$ cat src/rtl/writeback_stage_if.sv
// =====================================================================
// writeback_stage_if : bundle input, register-file write and counter bus
// Revision: 1.0
// =====================================================================
`default_nettype none

interface writeback_stage_if #(
  parameter int DATA_W = 16,
  parameter int REG_AW = 4
);
  logic              in_valid;
  logic              in_ready;
  logic              in_slot_v0;
  logic              in_slot_v1;
  logic              in_wen0;
  logic              in_wen1;
  logic [REG_AW-1:0] in_rd0;
  logic [REG_AW-1:0] in_rd1;
  logic              in_load0;
  logic              in_load1;
  logic [DATA_W-1:0] in_alu0;
  logic [DATA_W-1:0] in_alu1;
  logic [DATA_W-1:0] in_mem0;
  logic [DATA_W-1:0] in_mem1;
  logic              wb_hold;
  logic              wbEn0;
  logic              wbEn1;
  logic [REG_AW-1:0] addrWb0;
  logic [REG_AW-1:0] addrWb1;
  logic [DATA_W-1:0] dataWb0;
  logic [DATA_W-1:0] dataWb1;
  logic [31:0]       retired;
  logic [15:0]       waw_drops;

  // Surrounding pipeline and register file
  modport master (
    output in_valid, in_slot_v0, in_slot_v1, in_wen0, in_wen1,
           in_rd0, in_rd1, in_load0, in_load1,
           in_alu0, in_alu1, in_mem0, in_mem1, wb_hold,
    input  in_ready, wbEn0, wbEn1, addrWb0, addrWb1,
           dataWb0, dataWb1, retired, waw_drops
  );

  // The writeback stage itself
  modport slave (
    input  in_valid, in_slot_v0, in_slot_v1, in_wen0, in_wen1,
           in_rd0, in_rd1, in_load0, in_load1,
           in_alu0, in_alu1, in_mem0, in_mem1, wb_hold,
    output in_ready, wbEn0, wbEn1, addrWb0, addrWb1,
           dataWb0, dataWb1, retired, waw_drops
  );
endinterface

`default_nettype wire

$ cat src/rtl/writeback_stage.sv
// =====================================================================
// writeback_stage : two-slot writeback with output register + skid buffer
// Revision: 1.0
// =====================================================================
`default_nettype none

module writeback_stage #(
  parameter int DATA_W   = 16,
  parameter int REG_AW   = 4,
  parameter int ZERO_REG = 1
) (
  input  wire logic         clk,
  input  wire logic         rst,
  writeback_stage_if.slave  bus
);

  typedef struct packed {
    logic              v0;
    logic              wen0;
    logic [REG_AW-1:0] rd0;
    logic [DATA_W-1:0] data0;
    logic              v1;
    logic              wen1;
    logic [REG_AW-1:0] rd1;
    logic [DATA_W-1:0] data1;
  } bundle_t;

  bundle_t     out_q, out_d;
  bundle_t     skid_q, skid_d;
  bundle_t     in_bundle;
  logic        out_v_q, out_v_d;
  logic        skid_v_q, skid_v_d;
  logic        in_ready_q, in_ready_d;
  logic [31:0] retired_q, retired_d;
  logic [15:0] waw_q, waw_d;

  logic accept;
  logic advance;
  logic write_cycle;
  logic rd0_zero;
  logic rd1_zero;
  logic we0_raw;
  logic we1_raw;
  logic waw_hit;

  // Load/ALU selection is resolved at capture so OUT/SKID hold final data
  always_comb begin
    in_bundle.v0    = bus.in_slot_v0;
    in_bundle.wen0  = bus.in_wen0;
    in_bundle.rd0   = bus.in_rd0;
    in_bundle.data0 = bus.in_load0 ? bus.in_mem0 : bus.in_alu0;
    in_bundle.v1    = bus.in_slot_v1;
    in_bundle.wen1  = bus.in_wen1;
    in_bundle.rd1   = bus.in_rd1;
    in_bundle.data1 = bus.in_load1 ? bus.in_mem1 : bus.in_alu1;
  end

  assign accept      = bus.in_valid & in_ready_q;
  assign advance     = ~out_v_q | ~bus.wb_hold;
  assign write_cycle = out_v_q & ~bus.wb_hold;

  assign rd0_zero = (ZERO_REG != 0) && (out_q.rd0 == '0);
  assign rd1_zero = (ZERO_REG != 0) && (out_q.rd1 == '0);
  assign we0_raw  = write_cycle & out_q.v0 & out_q.wen0 & ~rd0_zero;
  assign we1_raw  = write_cycle & out_q.v1 & out_q.wen1 & ~rd1_zero;
  assign waw_hit  = we0_raw & we1_raw & (out_q.rd0 == out_q.rd1);

  // Enables are gated by rst so a bundle caught by reset never writes
  assign bus.wbEn0     = rst & we0_raw & ~waw_hit;
  assign bus.wbEn1     = rst & we1_raw;
  assign bus.addrWb0   = out_v_q ? out_q.rd0   : '0;
  assign bus.addrWb1   = out_v_q ? out_q.rd1   : '0;
  assign bus.dataWb0   = out_v_q ? out_q.data0 : '0;
  assign bus.dataWb1   = out_v_q ? out_q.data1 : '0;
  assign bus.in_ready  = in_ready_q;
  assign bus.retired   = retired_q;
  assign bus.waw_drops = waw_q;

  always_comb begin
    out_v_d   = out_v_q;
    out_d     = out_q;
    skid_v_d  = skid_v_q;
    skid_d    = skid_q;
    retired_d = retired_q;
    waw_d     = waw_q;

    if (advance) begin
      if (skid_v_q) begin
        out_v_d  = 1'b1;
        out_d    = skid_q;
        skid_v_d = accept;
        if (accept) begin
          skid_d = in_bundle;
        end
      end else begin
        out_v_d = accept;
        if (accept) begin
          out_d = in_bundle;
        end
      end
    end else if (accept) begin
      skid_v_d = 1'b1;
      skid_d   = in_bundle;
    end

    if (write_cycle) begin
      retired_d = retired_q + 32'(out_q.v0) + 32'(out_q.v1);
    end
    if (waw_hit && (waw_q != 16'hFFFF)) begin
      waw_d = waw_q + 16'd1;
    end

    in_ready_d = ~skid_v_d;
  end

  always_ff @(posedge clk) begin
    if (!rst) begin
      out_v_q    <= 1'b0;
      out_q      <= '0;
      skid_v_q   <= 1'b0;
      skid_q     <= '0;
      in_ready_q <= 1'b0;
      retired_q  <= '0;
      waw_q      <= '0;
    end else begin
      out_v_q    <= out_v_d;
      out_q      <= out_d;
      skid_v_q   <= skid_v_d;
      skid_q     <= skid_d;
      in_ready_q <= in_ready_d;
      retired_q  <= retired_d;
      waw_q      <= waw_d;
    end
  end

endmodule

`default_nettype wire

$ cat src/flat_wrapper.sv
// flat-port wrapper written by rule: the top's interface ports become plain ports
module writeback_stage_flat 
#(
  parameter int DATA_W   = 16,
  parameter int REG_AW   = 4,
  parameter int ZERO_REG = 1
)
  (clk, rst, bus_in_valid, bus_in_slot_v0, bus_in_slot_v1, bus_in_wen0, bus_in_wen1, bus_in_rd0, bus_in_rd1, bus_in_load0, bus_in_load1, bus_in_alu0, bus_in_alu1, bus_in_mem0, bus_in_mem1, bus_wb_hold, bus_in_ready, bus_wbEn0, bus_wbEn1, bus_addrWb0, bus_addrWb1, bus_dataWb0, bus_dataWb1, bus_retired, bus_waw_drops);
  writeback_stage_if #(.DATA_W(DATA_W), .REG_AW(REG_AW)) bus_i ();
  input  wire logic clk;
  input  wire logic rst;
  input wire logic [$bits(bus_i.in_valid)-1:0] bus_in_valid;
  input wire logic [$bits(bus_i.in_slot_v0)-1:0] bus_in_slot_v0;
  input wire logic [$bits(bus_i.in_slot_v1)-1:0] bus_in_slot_v1;
  input wire logic [$bits(bus_i.in_wen0)-1:0] bus_in_wen0;
  input wire logic [$bits(bus_i.in_wen1)-1:0] bus_in_wen1;
  input wire logic [$bits(bus_i.in_rd0)-1:0] bus_in_rd0;
  input wire logic [$bits(bus_i.in_rd1)-1:0] bus_in_rd1;
  input wire logic [$bits(bus_i.in_load0)-1:0] bus_in_load0;
  input wire logic [$bits(bus_i.in_load1)-1:0] bus_in_load1;
  input wire logic [$bits(bus_i.in_alu0)-1:0] bus_in_alu0;
  input wire logic [$bits(bus_i.in_alu1)-1:0] bus_in_alu1;
  input wire logic [$bits(bus_i.in_mem0)-1:0] bus_in_mem0;
  input wire logic [$bits(bus_i.in_mem1)-1:0] bus_in_mem1;
  input wire logic [$bits(bus_i.wb_hold)-1:0] bus_wb_hold;
  output wire logic [$bits(bus_i.in_ready)-1:0] bus_in_ready;
  output wire logic [$bits(bus_i.wbEn0)-1:0] bus_wbEn0;
  output wire logic [$bits(bus_i.wbEn1)-1:0] bus_wbEn1;
  output wire logic [$bits(bus_i.addrWb0)-1:0] bus_addrWb0;
  output wire logic [$bits(bus_i.addrWb1)-1:0] bus_addrWb1;
  output wire logic [$bits(bus_i.dataWb0)-1:0] bus_dataWb0;
  output wire logic [$bits(bus_i.dataWb1)-1:0] bus_dataWb1;
  output wire logic [$bits(bus_i.retired)-1:0] bus_retired;
  output wire logic [$bits(bus_i.waw_drops)-1:0] bus_waw_drops;
  assign bus_i.in_valid = bus_in_valid;
  assign bus_i.in_slot_v0 = bus_in_slot_v0;
  assign bus_i.in_slot_v1 = bus_in_slot_v1;
  assign bus_i.in_wen0 = bus_in_wen0;
  assign bus_i.in_wen1 = bus_in_wen1;
  assign bus_i.in_rd0 = bus_in_rd0;
  assign bus_i.in_rd1 = bus_in_rd1;
  assign bus_i.in_load0 = bus_in_load0;
  assign bus_i.in_load1 = bus_in_load1;
  assign bus_i.in_alu0 = bus_in_alu0;
  assign bus_i.in_alu1 = bus_in_alu1;
  assign bus_i.in_mem0 = bus_in_mem0;
  assign bus_i.in_mem1 = bus_in_mem1;
  assign bus_i.wb_hold = bus_wb_hold;
  assign bus_in_ready = bus_i.in_ready;
  assign bus_wbEn0 = bus_i.wbEn0;
  assign bus_wbEn1 = bus_i.wbEn1;
  assign bus_addrWb0 = bus_i.addrWb0;
  assign bus_addrWb1 = bus_i.addrWb1;
  assign bus_dataWb0 = bus_i.dataWb0;
  assign bus_dataWb1 = bus_i.dataWb1;
  assign bus_retired = bus_i.retired;
  assign bus_waw_drops = bus_i.waw_drops;
  writeback_stage #(.DATA_W(DATA_W), .REG_AW(REG_AW), .ZERO_REG(ZERO_REG)) u_core (.clk(clk), .rst(rst), .bus(bus_i));
endmodule
$ cat config.mk
export PLATFORM = sky130hd
export DESIGN_NAME = writeback_stage_flat
export DESIGN_NICKNAME = d
export VERILOG_FILES = /design/src/rtl/writeback_stage_if.sv /design/src/rtl/writeback_stage.sv /design/src/flat_wrapper.sv
export SDC_FILE = /design/constraint.sdc
export NUM_CORES = 1
export LEC_CHECK = 0
export ABC_CLOCK_PERIOD_IN_PS = 3700
export BUFFER_PORTS_ARGS = -buffer_cell sky130_fd_sc_hd__buf_4
export CAP_MARGIN = 20
export CORE_MARGIN = 2
export CORE_UTILIZATION = 25
export DETAILED_ROUTE_END_ITERATION = 8
export PLACE_DENSITY = 0.43
export SLEW_MARGIN = 0
export SYNTH_ARGS = -nofsm -noshare
export SYNTH_HDL_FRONTEND = slang
export SYNTH_SLANG_ARGS = --single-unit
$ cat constraint.sdc
create_clock -name clk -period 3.7 [get_ports clk]
set_input_delay 0.74 -clock clk [delete_from_list [all_inputs] [get_ports clk]]
set_output_delay 0.74 -clock clk [all_outputs]
set_load 0.005 [all_outputs]
== Word level (Yosys, flattened, before mapping) ==
Cells that the tools add are included.
Cells by class
  reduce and logical (&&, ||, !) cells: 5
  add/subtract/negate cells: 3
  bitwise logic cells: 20
  multiplexer cells: 15
  equal/unequal tests: 3
Operator list (count)
  2-to-1 mux 44 bit: 5
  adder 32 x 1 -> 32 bit: 2
  2-to-1 mux 16 bit: 4
  adder 16 x 1 -> 16 bit, second input constant: 1
  != test 16 bit, second input constant: 1
  AND 1 bit: 13
  logical NOT 4 bit: 2
  2-to-1 mux 4 bit: 2
  inverter 1 bit: 6
  equality test 4 bit: 1
  2-to-1 mux 1 bit: 4
  != test 2 x 1 -> 1 bit, second input constant: 1
  AND reduction 2 bit: 1
  nonzero test 2 bit: 1
  logical AND 1 bit: 1
  OR 1 bit: 1
Word-level totals
  input bits: 82
  logic and storage cells: 67
  bits in registers: 139
  output and inout bits: 91

== Longest topological paths before layout ==
Gate-level depths: netlist of run 1.
  word-level depth: 9
  depth in mapped cells: 10

== Worst setup path after synthesis of run 1 ==
Ideal clock, no wire load.
  path kind: input to output
  start: in bus_wb_hold
  end: out bus_wbEn0
  data arrival time: 1783 ps
  setup slack: 1177 ps
  required time: 2960 ps
  stages: 5
  path through: nand4b_1 -> nor4b_2 -> nand2_2 -> buf_2 -> and3_1
Between the ends
  cells in the longest elaborated chain, start to end: 9
  elaborated cells on any way between the ends: 13
  classes of those cells: bitwise (13)
Ends and longest elaborated chain
  start: declaration: RTL line flat_wrapper.sv:25  | input wire logic [$bits(bus_i.wb_hold)-1:0] bus_wb_hold;
  inverter 1 bit (*): RTL line writeback_stage.sv:60  | assign write_cycle = out_v_q & ~bus.wb_hold;
  AND 1 bit (*): RTL line writeback_stage.sv:60
  AND 1 bit (on tied branches) (3 in series): RTL line writeback_stage.sv:64, writeback_stage.sv:65
  AND 1 bit (2 in series): RTL line writeback_stage.sv:66  | assign waw_hit = we0_raw & we1_raw & (out_q.rd0 == out_q.rd1);
  inverter 1 bit: RTL line writeback_stage.sv:69  | assign bus.wbEn0 = rst & we0_raw & ~waw_hit;
  AND 1 bit (*): RTL line writeback_stage.sv:69
  end: declaration: RTL line flat_wrapper.sv:27  | output wire logic [$bits(bus_i.wbEn0)-1:0] bus_wbEn0;
Mark *: on every way between the ends. The rest lies on a longest branch, timed or not.

== Worst setup path after layout of run 1 ==
Ends and elaborated chain as after synthesis.

==> flow_summary.ini, run 1 <==
[status]
status = completed

[setup_path]
crit_fanout = 19
critPathSlowestCell = nor4b_2
path_delay_family = simple AND/OR/NAND/NOR gates
max_stage_delay_ps = 380
crit_path_frequent_cell = buf_4
crit_buf_inv = 2
worstSetupStartpointType = primary input
cp.required_ps = 2960
crit_type = in -> out
path_cells = buf_4, nand4b_1, nor4b_2, nand2_2, and3_1, buf_4
arrival_ps = 2140
cp-end-kind = primary output

[global_routing]
global_route.usage.met1_pct = 18.0
grt_max_degree = 74
met3_usage_pct = 3.20
track_usage_pct = 13.5
antenna_found_initial = 0
grt_pass1_wl_um = 29100
met2_usage_pct = 21.8
grt-busiest-layer = met2
grt-ovfl-total = 0
grt_pass1_vias = 5625

[final_layout]
final_cell_area_mm2 = 0.00870
final_util_pct = 33.7
fin_nets = 1026
n_antenna_cell = 0
nFillCells = 2784
multi_input_area_mm2 = 0.00349
area_growth_pct = 33.5
seqCellArea_mm2 = 0.00279
drive_above_1_share_pct = 23.7

[route]
first_pass_iters = 4
routed_wl_um = 18200
wl_per_cell_um = 14.1
drc_errors = 0
via_per_inst = 4.55
drtAntennaViolNets = 0
drt_iter0_markers = 196
vias = 5860

[timing]
finalCritPeriodShare_pct = 78.0
tightest_slew_ps = 1110
setup_viol = 0
tns_ps = 0
maxClockFrequency_mhz = 347
drv_slew = 0
setup_slack_ps = 815
layout_min_cycle_time_ps = 2880
slew_headroom_pct = 25.5
finalClockSkew_ps = 13.3
rsz0062_at_grt = no
hold_viol = 0

[place]
dp_hpwl_um = 12200
port_buffers = 172
pre_cts_slack_ps = 785
place_area_mm2 = 0.00810
gp_congestion = 0.727

[clock_network]
holdBufCountCts = 0
ctsResizeCount = 0
htreeDepth = 4
clk_pin_slew_ps = 70
cts_sinks = 139
cts_setup_buffers = 0
cts_buffers = 17
clock_latency_ps = 420
root_buffer = clkbuf_16
tritoncts = done
clockBufferDepth = 2

[logic_synthesis]
async_flop_share_pct = 0
synth-edff-count = 0
synth_seq_cells = 139
syn_area_mm2 = 0.00651
syn_area_per_cell_um2 = 8.12
ys_warn_count = 0
yosysSeqAreaShare_pct = 42.7
syn-num-nets = 887
synth_cell_type_count = 44
ys.flop_type = dfxtp_1
synthCells = 802

[floorplan]
die_w_um = 165
initial_core_util_pct = 25.2
io_pins = 173
rows = 59
core_mm2 = 0.0258
die_area_mm2 = 0.0274
die_h_um = 165

[pwr]
clock_power_share_pct = 48.3
peakVddDrop_v = 0.000243
p_int_mw = 2.70
p_comb_share_pct = 8.2
p_total_mw = 3.60
power_density_mw_per_mm2 = 414
switching_share_pct = 24.9
seqPwrFrac_pct = 43.4
net-switching-power_uw = 897
p_leak_nw = 3.40

[flow_run]
drv_cap = 0

[worst_hold_path]
holdCritPathClass = reg -> reg
## sequential cells by signal (all words and copies together), names as in the netlist
register,count
u_core.out_q,44
u_core.skid_q,44
u_core.bus.retired,32
u_core.bus.waw_drops,16
u_core.bus.in_ready,1
u_core.out_v_q,1
u_core.skid_v_q,1
## tightest hold or removal path, cell delays in order (launching register included)
cell and delay (ps):
dfxtp_1 310, nand2_1 50, a21oi_1 50
## cell type report
| cell class | instances | area share [%] |
|---|---|---|
| Clock buffer | 19 | 5.09 |
| Clock inverter | 13 | 1.77 |
| Inverter | 9 | 0.417 |
| Multi-Input combinational cell | 593 | 40.1 |
| Sequential cell | 139 | 32.0 |
| Tap cell | 335 | 4.82 |
| Timing Repair Buffer | 181 | 15.8 |
## cells in the mapped netlist, types with 7 or more instances
library cell  count  share of area, %
clkbuf_1         48               2.8
nand4_1          18               1.7
a21oi_1          54               4.1
o21ai_0          35               2.7
nand2_1         140               8.1
nand3_1          20               1.5
inv_1             9              0.52
a211oi_1         45               5.2
xor2_1           31               4.2
and3_1            8              0.77
mux2i_1          49               7.5
nand2b_1          7              0.67
and2_1           44               4.2
dfxtp_1         139                43
nor2_1           87               5.0
## worst paths after layout
kind,startpoint,slack (ps),depth (start not counted),endpoint
max,bus_wb_hold,820,6,bus_wbEn0
min,u_core.out_q[24],450,2,u_core.out_q[24]
max reg2reg,u_core.out_v_q,1380,6,u_core.skid_q[35]
min reg2reg,u_core.out_q[24],450,2,u_core.out_q[24]
## power groups by stage
stage,Clock [mW],Sequential [mW],Combinational (mW)
global route,1.87,1.57,0.334
finish,1.74,1.56,0.296
CTS,1.79,1.56,0.305
global placement,0,1.60,0.302
floorplan,0,1.59,0.173
detailed placement,0,1.60,0.304
## cell families after synthesis
family	synth area share [%]
AO/OA/AOI/OAI	14.1
multiplexers	7.53
flip-flops	42.7
adder cells (fa/ha/maj)	0.691
XOR/XNOR	4.57
buffers and inverters	4.21
AND/OR/NAND/NOR	26.2
## through the flow
step | hold slack [ps] | instances
floorplan | 427 | 802
global placement | 436 | 1257
detailed placement | 440 | 1257
CTS | 451 | 1289
global route | 463 | 1289
finish | 446 | 1289
## routing by layer
layer  routed length (um)  share of wire [%]  vias to the layer above
met5                    0                  0                        -
met4                  186                1.0                        0
met3                  852                4.7                       12
met2                 8350                 46                      113
met1                 8820                 48                     2696
li1                     -                  -                     3039
## cells in the final DEF, fill, tap and decap left out, drive strengths merged, types with 19 or more instances in the layout
cell type / instances
buf: 181
nand2: 141
dfxtp: 139
nor2: 87
a21oi: 54
mux2i: 49
a211oi: 45
and2: 44
o21ai: 35
xor2: 31
nand3: 20
nand4: 19
clkbuf: 19
Power figures use the tool's default switching activity.
==> inputs of run 2 (changes only) <==
--- a/config.mk
+++ b/config.mk
@@ -5,7 +5,7 @@
 export SDC_FILE = /design/constraint.sdc
 export NUM_CORES = 1
 export LEC_CHECK = 0
-export ABC_CLOCK_PERIOD_IN_PS = 3700
+export ABC_CLOCK_PERIOD_IN_PS = 2800
 export BUFFER_PORTS_ARGS = -buffer_cell sky130_fd_sc_hd__buf_4
 export CAP_MARGIN = 20
 export CORE_MARGIN = 2
==> constraint.sdc (replaced) <==
create_clock -name clk -period 2.8 [get_ports clk]
set_input_delay 0.56 -clock clk [delete_from_list [all_inputs] [get_ports clk]]
set_output_delay 0.56 -clock clk [all_outputs]
set_load 0.005 [all_outputs]
==> run 2 against run 1 <==
Compared with the run above: sequential share of layout area hardly changed; global-route usage increased by 0.24 points; sequential power grew 33%; count of clock-buffer cells in the layout decreased by 1; die area stayed put; wire length increased by 1.2%; utilization barely moved; critical endpoint unchanged; highest routed layer unchanged.
==> flow_summary.ini, run 2 (same netlist as run 1, synthesis figures left out) <==
[status]
status = completed

[clock_network]
clock_latency_ps = 420
clk_pin_slew_ps = 60
htreeDepth = 4
root_buffer = clkbuf_16
cts_sinks = 139
cts_setup_buffers = 0
ctsResizeCount = 0
clockBufferDepth = 2
holdBufCountCts = 0
tritoncts = done
cts_buffers = 17

[global_routing]
grt_pass1_vias = 5506
grt-ovfl-total = 0
grt_max_degree = 78
antenna_found_initial = 0
grt_pass1_wl_um = 29600
track_usage_pct = 13.8

[place]
gp_congestion = 0.706
pre_cts_slack_ps = 469
dp_hpwl_um = 12200
port_buffers = 172

[final_layout]
final_util_pct = 33.6
drive_above_1_share_pct = 24.0
fin_nets = 1030
final_common_cell = buf_4
n_antenna_cell = 0
area_growth_pct = 33.4
layout_common_cells = buf_4 (185), nand2_1 (140), dfxtp_1 (137)

[timing]
drv_slew = 0
whs_ps = 401
tns_ps = 0
finalCritPeriodShare_pct = 88.1
layout_min_cycle_time_ps = 2470
slew_headroom_pct = 42.8
maxClockFrequency_mhz = 405
setup_slack_ps = 332
tightest_slew_ps = 859
rsz0062_at_grt = no
setup_viol = 0
finalClockSkew_ps = 13.7
hold_viol = 0

[setup_path]
arrival_ps = 1910
crit_type = reg -> out
crit_fanout = 14
path_cells = nand4b_1, nor4b_2, nand2_2, and3_1, buf_4
worstSetupStartpointType = register
critPathSlowestCell = dfxtp_2
reg2reg_slack_ps = 670
path_delay_family = simple AND/OR/NAND/NOR gates
crit_buf_inv = 1
max_stage_delay_ps = 520
cp.required_ps = 2240
cp-end-kind = primary output

[floorplan]
core_mm2 = 0.0258
rows = 59
die_area_mm2 = 0.0274
io_pins = 173
die_w_um = 165
initial_core_util_pct = 25.2
die_h_um = 165

[pwr]
power_density_mw_per_mm2 = 540
p_total_mw = 4.69
peakVddDrop_v = 0.000343
p_leak_nw = 3.40

[flow_run]
drv_cap = 0

[route]
routed_wl_um = 18400
drt_iter0_markers = 198
drtAntennaViolNets = 0
via_per_inst = 4.52
wl_per_cell_um = 14.2
drc_errors = 0
first_pass_iters = 4
vias = 5847

[worst_hold_path]
holdCritPathClass = in -> reg
-- run 2: final cells by class --
cell class	count	area (um^2)
clock buffers	18	429
clock inverters	14	145
fillers	2749	17100
inverters	9	36.3
multi-input cells	593	3490
flip-flops and latches	139	2790
well taps	335	419
repair buffers	185	1390
-- run 2: final timing paths --
kind                                 startpoint           endpoint  cells after the start
worst max-delay path             u_core.out_v_q          bus_wbEn0                      5
worst min-delay path              bus_in_rd1[2]  u_core.skid_q[18]                      3
worst max register to register   u_core.out_v_q   u_core.skid_q[4]                      6
worst min register to register  u_core.out_q[1]    u_core.out_q[1]                      2
-- run 2: where the power goes --
part           internal (mW)  switching (mW)
logic                  0.180           0.211
registers               2.03          0.0376
clock network           1.31           0.920
-- run 2: worst reg2reg max path, cell delays in order, from the launching register on --
cell and delay [ps]:
dfxtp_2 520, buf_4 410, a21oi_1 210, nor2_4 120
buf_4 440, nor2_1 120, a211oi_1 240
-- run 2: per-layer routing --
metal / vias to the layer above / routed length, um / GRT usage, % / part of all wire, %
met4: 0 / 146 / 3.29 / 0.79
met2: 107 / 8490 / 22.3 / 46
met3: 12 / 827 / 3.60 / 4.5
met1: 2683 / 8960 / 18.3 / 49
met5: - / 0 / 0 / 0
li1: 3045 / - / - / -
-- run 2: stage by stage --
step                area (um^2)  cells
floorplan                  6510    802
CTS                        8690   1293
finish                     8690   1293
detailed placement         8120   1261
global route               8690   1293
global placement           8120   1261
